**config.mk**
```make
export PLATFORM = sky130hd
export DESIGN_NAME = huffman_decoder
export DESIGN_NICKNAME = d
export VERILOG_FILES = /design/src/rtl/huffman_decoder.sv
export SDC_FILE = /design/constraint.sdc
export NUM_CORES = 1
export LEC_CHECK = 0
export CAP_MARGIN = 15
export CORE_MARGIN = 10
export CORE_UTILIZATION = 51
export CTS_BUF_LIST = sky130_fd_sc_hd__clkbuf_2 sky130_fd_sc_hd__clkbuf_4 sky130_fd_sc_hd__clkbuf_8
export DETAILED_ROUTE_END_ITERATION = 7
export PLACE_DENSITY_LB_ADDON = 0.05
export RECOVER_POWER = 50
export SETUP_SLACK_MARGIN = 0.05
export SLEW_MARGIN = 20
export SYNTH_ARGS = -nofsm -noshare
export SYNTH_HDL_FRONTEND = slang
export SYNTH_SLANG_ARGS = --single-unit
```
**constraint.sdc**
```tcl
create_clock -name clk -period 3.3 [get_ports clk]
set_input_delay 0.825 -clock clk [delete_from_list [all_inputs] [get_ports clk]]
set_output_delay 0.825 -clock clk [all_outputs]
set_load 0.01 [all_outputs]
```
**src/rtl/huffman_decoder.sv**
```systemverilog
// Serial Huffman decoder: a six-entry code table is loaded on code_valid, and bits
// are shifted in MSB-first. A matching code emits its symbol index one cycle later.
module huffman_decoder (
   input  logic       clk,
   input  logic       reset,
   input  logic       code_valid,
   input  logic [7:0] HC1,
   input  logic [7:0] HC2,
   input  logic [7:0] HC3,
   input  logic [7:0] HC4,
   input  logic [7:0] HC5,
   input  logic [7:0] HC6,
   input  logic [7:0] M1,
   input  logic [7:0] M2,
   input  logic [7:0] M3,
   input  logic [7:0] M4,
   input  logic [7:0] M5,
   input  logic [7:0] M6,
   input  logic       bit_valid,
   input  logic       bit_in,
   output logic       table_ready,
   output logic       sym_valid,
   output logic [7:0] sym_data,
   output logic       err,
   output logic [6:0] sym_count,
   output logic       done
);

   typedef enum logic [1:0] {IDLE = 2'd0, RUN = 2'd1, DONE = 2'd2} state_t;

   state_t          state_q, state_d;
   logic [5:0][7:0] hc_q, hc_d;
   logic [5:0][3:0] ln_q, ln_d;
   logic [3:0]      lmax_q, lmax_d;
   logic [7:0]      acc_q, acc_d;
   logic [3:0]      len_q, len_d;
   logic            ready_q, ready_d;
   logic            sym_valid_q, sym_valid_d;
   logic [7:0]      sym_data_q, sym_data_d;
   logic            err_q, err_d;
   logic [6:0]      count_q, count_d;
   logic            done_q, done_d;

   logic [5:0][7:0] hc_in_s;
   logic [5:0][7:0] m_in_s;
   logic [5:0][3:0] new_len_s;
   logic [3:0]      new_lmax_s;
   logic [7:0]      acc_n_s;
   logic [3:0]      len_n_s;
   logic [5:0]      match_s;
   logic [2:0]      hit_idx_s;

   function automatic logic [3:0] popcount8(input logic [7:0] m);
      logic [3:0] c;
      c = 4'd0;
      for (int i = 0; i < 8; i++) c = c + {3'd0, m[i]};
      return c;
   endfunction

   function automatic logic [7:0] len_mask(input logic [3:0] l);
      logic [7:0] m;
      for (int i = 0; i < 8; i++) m[i] = (4'(i) < l);
      return m;
   endfunction

   assign hc_in_s = {HC6, HC5, HC4, HC3, HC2, HC1};
   assign m_in_s  = {M6, M5, M4, M3, M2, M1};
   assign acc_n_s = {acc_q[6:0], bit_in};
   assign len_n_s = len_q + 4'd1;

   // Code lengths and longest length of the table presented on the inputs.
   always_comb begin
      new_lmax_s = 4'd0;
      for (int i = 0; i < 6; i++) begin
         new_len_s[i] = popcount8(m_in_s[i]);
         if (new_len_s[i] > new_lmax_s) new_lmax_s = new_len_s[i];
         else                           new_lmax_s = new_lmax_s;
      end
   end

   // Match every table entry against the shifted accumulator; lowest index wins.
   always_comb begin
      hit_idx_s = 3'd0;
      for (int i = 0; i < 6; i++) begin
         match_s[i] = (ln_q[i] != 4'd0) && (len_n_s == ln_q[i]) &&
                      ((acc_n_s & len_mask(ln_q[i])) == (hc_q[i] & len_mask(ln_q[i])));
      end
      for (int i = 5; i >= 0; i--) begin
         if (match_s[i]) hit_idx_s = 3'(i + 1);
         else            hit_idx_s = hit_idx_s;
      end
   end

   // Next-state and output logic for the IDLE/RUN/DONE controller.
   always_comb begin
      state_d     = state_q;
      hc_d        = hc_q;
      ln_d        = ln_q;
      lmax_d      = lmax_q;
      acc_d       = acc_q;
      len_d       = len_q;
      sym_valid_d = 1'b0;
      sym_data_d  = 8'd0;
      err_d       = 1'b0;
      count_d     = count_q;
      done_d      = done_q;
      case (state_q)
         IDLE, RUN, DONE: begin
            if (code_valid) begin
               hc_d    = hc_in_s;
               ln_d    = new_len_s;
               lmax_d  = new_lmax_s;
               acc_d   = 8'd0;
               len_d   = 4'd0;
               count_d = 7'd0;
               done_d  = 1'b0;
               state_d = RUN;
            end else if ((state_q == RUN) && bit_valid) begin
               if (match_s != 6'd0) begin
                  sym_valid_d = 1'b1;
                  sym_data_d  = {5'd0, hit_idx_s};
                  count_d     = count_q + 7'd1;
                  acc_d       = 8'd0;
                  len_d       = 4'd0;
                  if (count_q == 7'd99) begin
                     state_d = DONE;
                     done_d  = 1'b1;
                  end else begin
                     state_d = RUN;
                  end
               end else if (len_n_s >= lmax_q) begin
                  // An empty table (lmax 0) lands here on every bit.
                  err_d = 1'b1;
                  acc_d = 8'd0;
                  len_d = 4'd0;
               end else begin
                  acc_d = acc_n_s;
                  len_d = len_n_s;
               end
            end else begin
               state_d = state_q;
            end
         end
         default: state_d = IDLE;
      endcase
      ready_d = (state_d != IDLE);
   end

   // State and output registers.
   always_ff @(posedge clk or posedge reset) begin
      if (reset) begin
         state_q     <= IDLE;
         hc_q        <= '0;
         ln_q        <= '0;
         lmax_q      <= 4'd0;
         acc_q       <= 8'd0;
         len_q       <= 4'd0;
         ready_q     <= 1'b0;
         sym_valid_q <= 1'b0;
         sym_data_q  <= 8'd0;
         err_q       <= 1'b0;
         count_q     <= 7'd0;
         done_q      <= 1'b0;
      end else begin
         state_q     <= state_d;
         hc_q        <= hc_d;
         ln_q        <= ln_d;
         lmax_q      <= lmax_d;
         acc_q       <= acc_d;
         len_q       <= len_d;
         ready_q     <= ready_d;
         sym_valid_q <= sym_valid_d;
         sym_data_q  <= sym_data_d;
         err_q       <= err_d;
         count_q     <= count_d;
         done_q      <= done_d;
      end
   end

   assign table_ready = ready_q;
   assign sym_valid   = sym_valid_q;
   assign sym_data    = sym_data_q;
   assign err         = err_q;
   assign sym_count   = count_q;
   assign done        = done_q;

endmodule

```
==> results.env <==
GLOBAL_ROUTE_USAGE_OVER_ALL_LAYERS_PCT=20.2
REG2REG_FROM='len_q[1]'
DOMINANTREGCELLSYNTH='sky130_fd_sc_hd__dfrtp_1'
IOS=120
WORST_EP_ARRIVAL_TIME_NS=9.65
ANT_NETS=0
YOSYSSEQAREASHARE_PCT=35.3
DRC_ERRORS=0
ANTENNADIODECOUNT=0
CRITICAL-PATH-TOP-DELAY-FAMILY='adder cells'
WL_MET1_UM=8110
WORST_IR_DROP_VDD_mV=1.03
PLACEABLECOREAREA_UM2=13900
ACHIEVABLE-FREQUENCY_GHz=0.107
DETAIL_ROUTE.VIAS_PER_CELL=5.41
HOLD_VIOLATIONS=0
INITIAL_ANTENNA_VIOLATION_COUNT=0
FP.DIEH_UM=140
SYNTH_AREA_PER_CELL_UM2=8.71
SYNTH-WARNING-COUNT=0
COUNT_OF_PINS_OVER_THEIR_SLEW_LIMIT=0
START_UTIL_PCT=52.4
PORT_BUFFERS=114
FIN_WS_NS=-6.02
TOPROUTINGLAYERUSED='met4'
FINAL-INSTANCE-COUNT-EXCL-FILL=1225
YOSYS.AREA_SHARE.ADDER_PCT=13.4
SYNTH_LARGEST_TYPE_AREA_FRACTION_PCT=35.3
WORST_SLEW_PIN_SLEW_NS=1.41
COUNT_OF_UNIQUE_LIBRARY_CELLS_INSTANTIATED_BY_YOSYS=77
CRIT_CELLS=46
TNS_NS=-23.99
HOLD_SLACK_NS=0.511
REMAINING_GLOBAL_ROUTE_OVERFLOW=0
ENDPOINT_KIND='flip-flop'
SYNTHXORXNORAREAFRAC_PCT=8.86
GRT_START_MAX_NET_PINS=104
GRT_FIRST_PASS_WIRELENGTH_UM=33200
MET2ROUTEDLENGTH_UM=10500
FINALWORSTPATHREQUIREDPERIOD_NS=9.32
SYNTH_COMPOUND_AREA_SHARE_PCT=14.7
FF2FF_SETUP_SLACK_NS=0.28
TIMING.CRITICAL_PATH.REQUIRED_NS=3.63
SYN_INST=838
PLACE.DETAILED.INSTANCES=1190
CTS_TREE='done'
WORSTSETUPSTARTPOINT='M2[0]'
SYNTH_TOP_FAMILY_BY_AREA='simple AND/OR/NAND/NOR gates'
FP-ROW-COUNT=43
TIMING.CLOCK.SKEW_NS=0.0142
CRITICAL_PATH.STARTPOINT_TYPE='primary input'
FP.DIEW_UM=140
FAILED_CHECKS='setup timing'
YOSYS.AREA.TOP_TYPE='sky130_fd_sc_hd__dfrtp_1'
CLOCK_INSERTION_DELAY_WORST_SKEW_NS=0.39
SYNTHARSTFLOPSHARE_PCT=100
SYNTHSIMPLEGATEAREAFRAC_PCT=19.6
OUTCOME='finished, violations left'
DRT_PRE_ANTENNA_ITERS=5
SYNTHMUXAREASHARE_PCT=1.65
WIRELENGTH_UM=20000
WORST_PATH_MAX_DELAY_CELL='sky130_fd_sc_hd__fa_2'
RSZ0062_AT_GRT='true'
CTS.SINK_COUNT=103
SETUP_CRIT_PATH_KIND='in2reg'
SYNTH.AREA.TOP_CELLS='sky130_fd_sc_hd__dfrtp_1 35%, sky130_fd_sc_hd__nand2_1 11%, sky130_fd_sc_hd__ha_1 6.9%, sky130_fd_sc_hd__fa_1 6.6%, sky130_fd_sc_hd__xnor2_1 5.8%'
FINAL.PERIOD_UTILIZATION_PCT=282
FINAL-SETUP-VIOL-COUNT=4
CTS_MAX_PATH_BUFFERS=2
VIA_COUNT=6626
PATH_MAX_FANOUT=4
WORST_HOLD_PATH_TYPE='reg2reg'
CTS.REPORTEDPATHS.CLKPINSLEW_NS=0.10
VIAS_IN_THE_FIRST_GLOBAL_ROUTE=7104
CTS_HTREE_LEVELS=3
FULL_DIE_AREA_UM2=19500
SYNTH-EDFF-COUNT=0
LEAKAGE_COMPONENT_OF_THE_POWER_nW=4.77
CRIT_PATH_MAX_INCR_DELAY_NS=0.54
FLOW.AREA_GROWTH_FROM_SYNTHESIS_PCT=36.5
POST_CTS_HOLD_FIX_BUFS=0
POST_ROUTE_CELLS_DRIVE_ABOVE_1_SHARE_PCT=24.1
PATH_COMMON_CELL='sky130_fd_sc_hd__ha_4'
TIMING.RR.END='sym_count[0]'
COMBINED_BUFFER_AND_INVERTER_COUNT_ALONG_THE_CRITICAL_PATH=7
MAX-SLEW-MARGIN-REL_PCT=5.95
GPL.FINAL_WEIGHTED_CONGESTION=0.890
CTS-ROOT-BUF='sky130_fd_sc_hd__clkbuf_8'
LAYOUT.CELLS.MOST_COMMON_LIST='201 x sky130_fd_sc_hd__nand2_1, 103 x sky130_fd_sc_hd__dfrtp_1, 97 x sky130_fd_sc_hd__buf_4'
FIRST_ITER_VIOLATIONS=301
P_PER_AREA_nW_PER_UM2=1170
NUMCTSBUFFERS=9
ROUTE.DETAILED.WL_PER_INST_UM=16.3
DRV.MAX_CAP_VIOLATION_COUNT=0
ROUTED-WL-MET3_UM=898
TIMING.CRITICAL_PATH.TO='lmax_q[1]'
LAYOUT.CELLS.MOST_COMMON='sky130_fd_sc_hd__nand2_1'
FIN_NETS=1205
HPWL_UM=15500
SYNTHESIS.AREA_UM2=7300
WORST_R2R_PATH_CELLS=9
SYNTH-SEQ-CELLS=103
-- worst min-delay path by stage --
stage,start,end,slack (ns),depth (start not counted)
6_report,hc_q[0],hc_q[0],0.51,2
5_1_grt,done,done,0.53,2
4_1_cts,done,done,0.51,2
3_5_place_dp,done,done,0.49,2
3_3_place_gp,done,done,0.48,2
2_1_floorplan,hc_q[0],hc_q[0],0.47,2
-- cell usage after synthesis (all sizes together) (2+ instances only) --
master and n:
a32oi 2, or2 4, mux2 8, o2111ai 6, o22a 2, o311ai 2
xnor2 49, inv 78, buf 16, o2111a 2, nand3 9, a21o 7
a31oi 14, a211o 3, nor4b 6, nor2 37, nor3 14, o211ai 7
nand2b 5, dfrtp 103, clkbuf 23, xor2 24, nand2 208, or3b 3
a211oi 5, nor4 3, a22o 10, mux2i 3, o21a 2, a31o 2
o221ai 4, o21bai 2, and3 9, a21oi 30, o21ai 36, or3 4
nand4 4, ha 40, nor2b 8, and2 3, fa 24
-- where the power goes --
group / internal (mW) / switching, mW
Sequential: 1.49 / 0.267
Combinational: 4.84 / 4.34
Clock: 0.292 / 0.448
-- final cells by class --
type	instances	area [um^2]
Clock buffer	11	139
Sequential cell	103	2580
Fill cell	1062	3970
Clock inverter	5	33.8
Multi-Input combinational cell	623	4700
Tap cell	180	225
Inverter	78	297
Timing Repair Buffer	225	1990
-- repair_timing --
| action | in CTS | in global routing |
|---|---|---|
| resized for setup | 126 | 24 |
| endpoints found under the setup margin | 17 | 16 |
| setup buffers | 17 | 5 |
| pin swaps | 53 | 40 |
| gates cloned | 1 | 0 |
-- through the flow --
step	util [%]	instance area [um^2]	power, mW	worst slack (ns)
floorplan	-	7480	6.49	-6.05
global placement	67.5	9410	8.83	-6.44
detailed placement	67.5	9410	9.18	-6.83
CTS	70.6	9840	11.0	-5.98
global route	71.5	9960	12.6	-6.41
finish	71.5	9960	11.7	-6.02
-- cell families after synthesis --
| family | after synthesis |
|---|---|
| and+or+nand+nor | 322 |
| adders and majority gates | 64 |
| DFF | 103 |
| xor gates and xnor gates | 73 |
| AOI/OAI and AO/OA | 147 |
| buffers and inverters | 117 |
| muxes | 11 |
| other | 1 |
-- flip-flops by register name, summed over array words and instances (netlist names) --
register / count
lmax_q: 4
err: 1
len_q: 4
ln_q: 24
sym_count: 7
sym_valid: 1
state_q: 2
table_ready: 1
hc_q: 48
done: 1
sym_data: 3
acc_q: 7
-- routing by layer --
layer	up-vias	track usage (%)
met5	-	0
met3	33	4.36
li1	3183	-
met4	0	6.96
met2	175	36.4
met1	3235	23.0
-- worst reg2reg max path: stages, from the launching register on --
cell,delay [ns]
sky130_fd_sc_hd__dfrtp_1,0.41
sky130_fd_sc_hd__ha_1,0.65
sky130_fd_sc_hd__xnor2_1,0.20
sky130_fd_sc_hd__o211ai_1,0.11
sky130_fd_sc_hd__a21oi_1,0.19
sky130_fd_sc_hd__o221ai_1,0.24
sky130_fd_sc_hd__o211ai_1,0.34
sky130_fd_sc_hd__nor4_2,0.13
sky130_fd_sc_hd__a21oi_4,0.28
sky130_fd_sc_hd__mux2_2,0.37
Note: power is estimated with default switching activity, not from simulation.
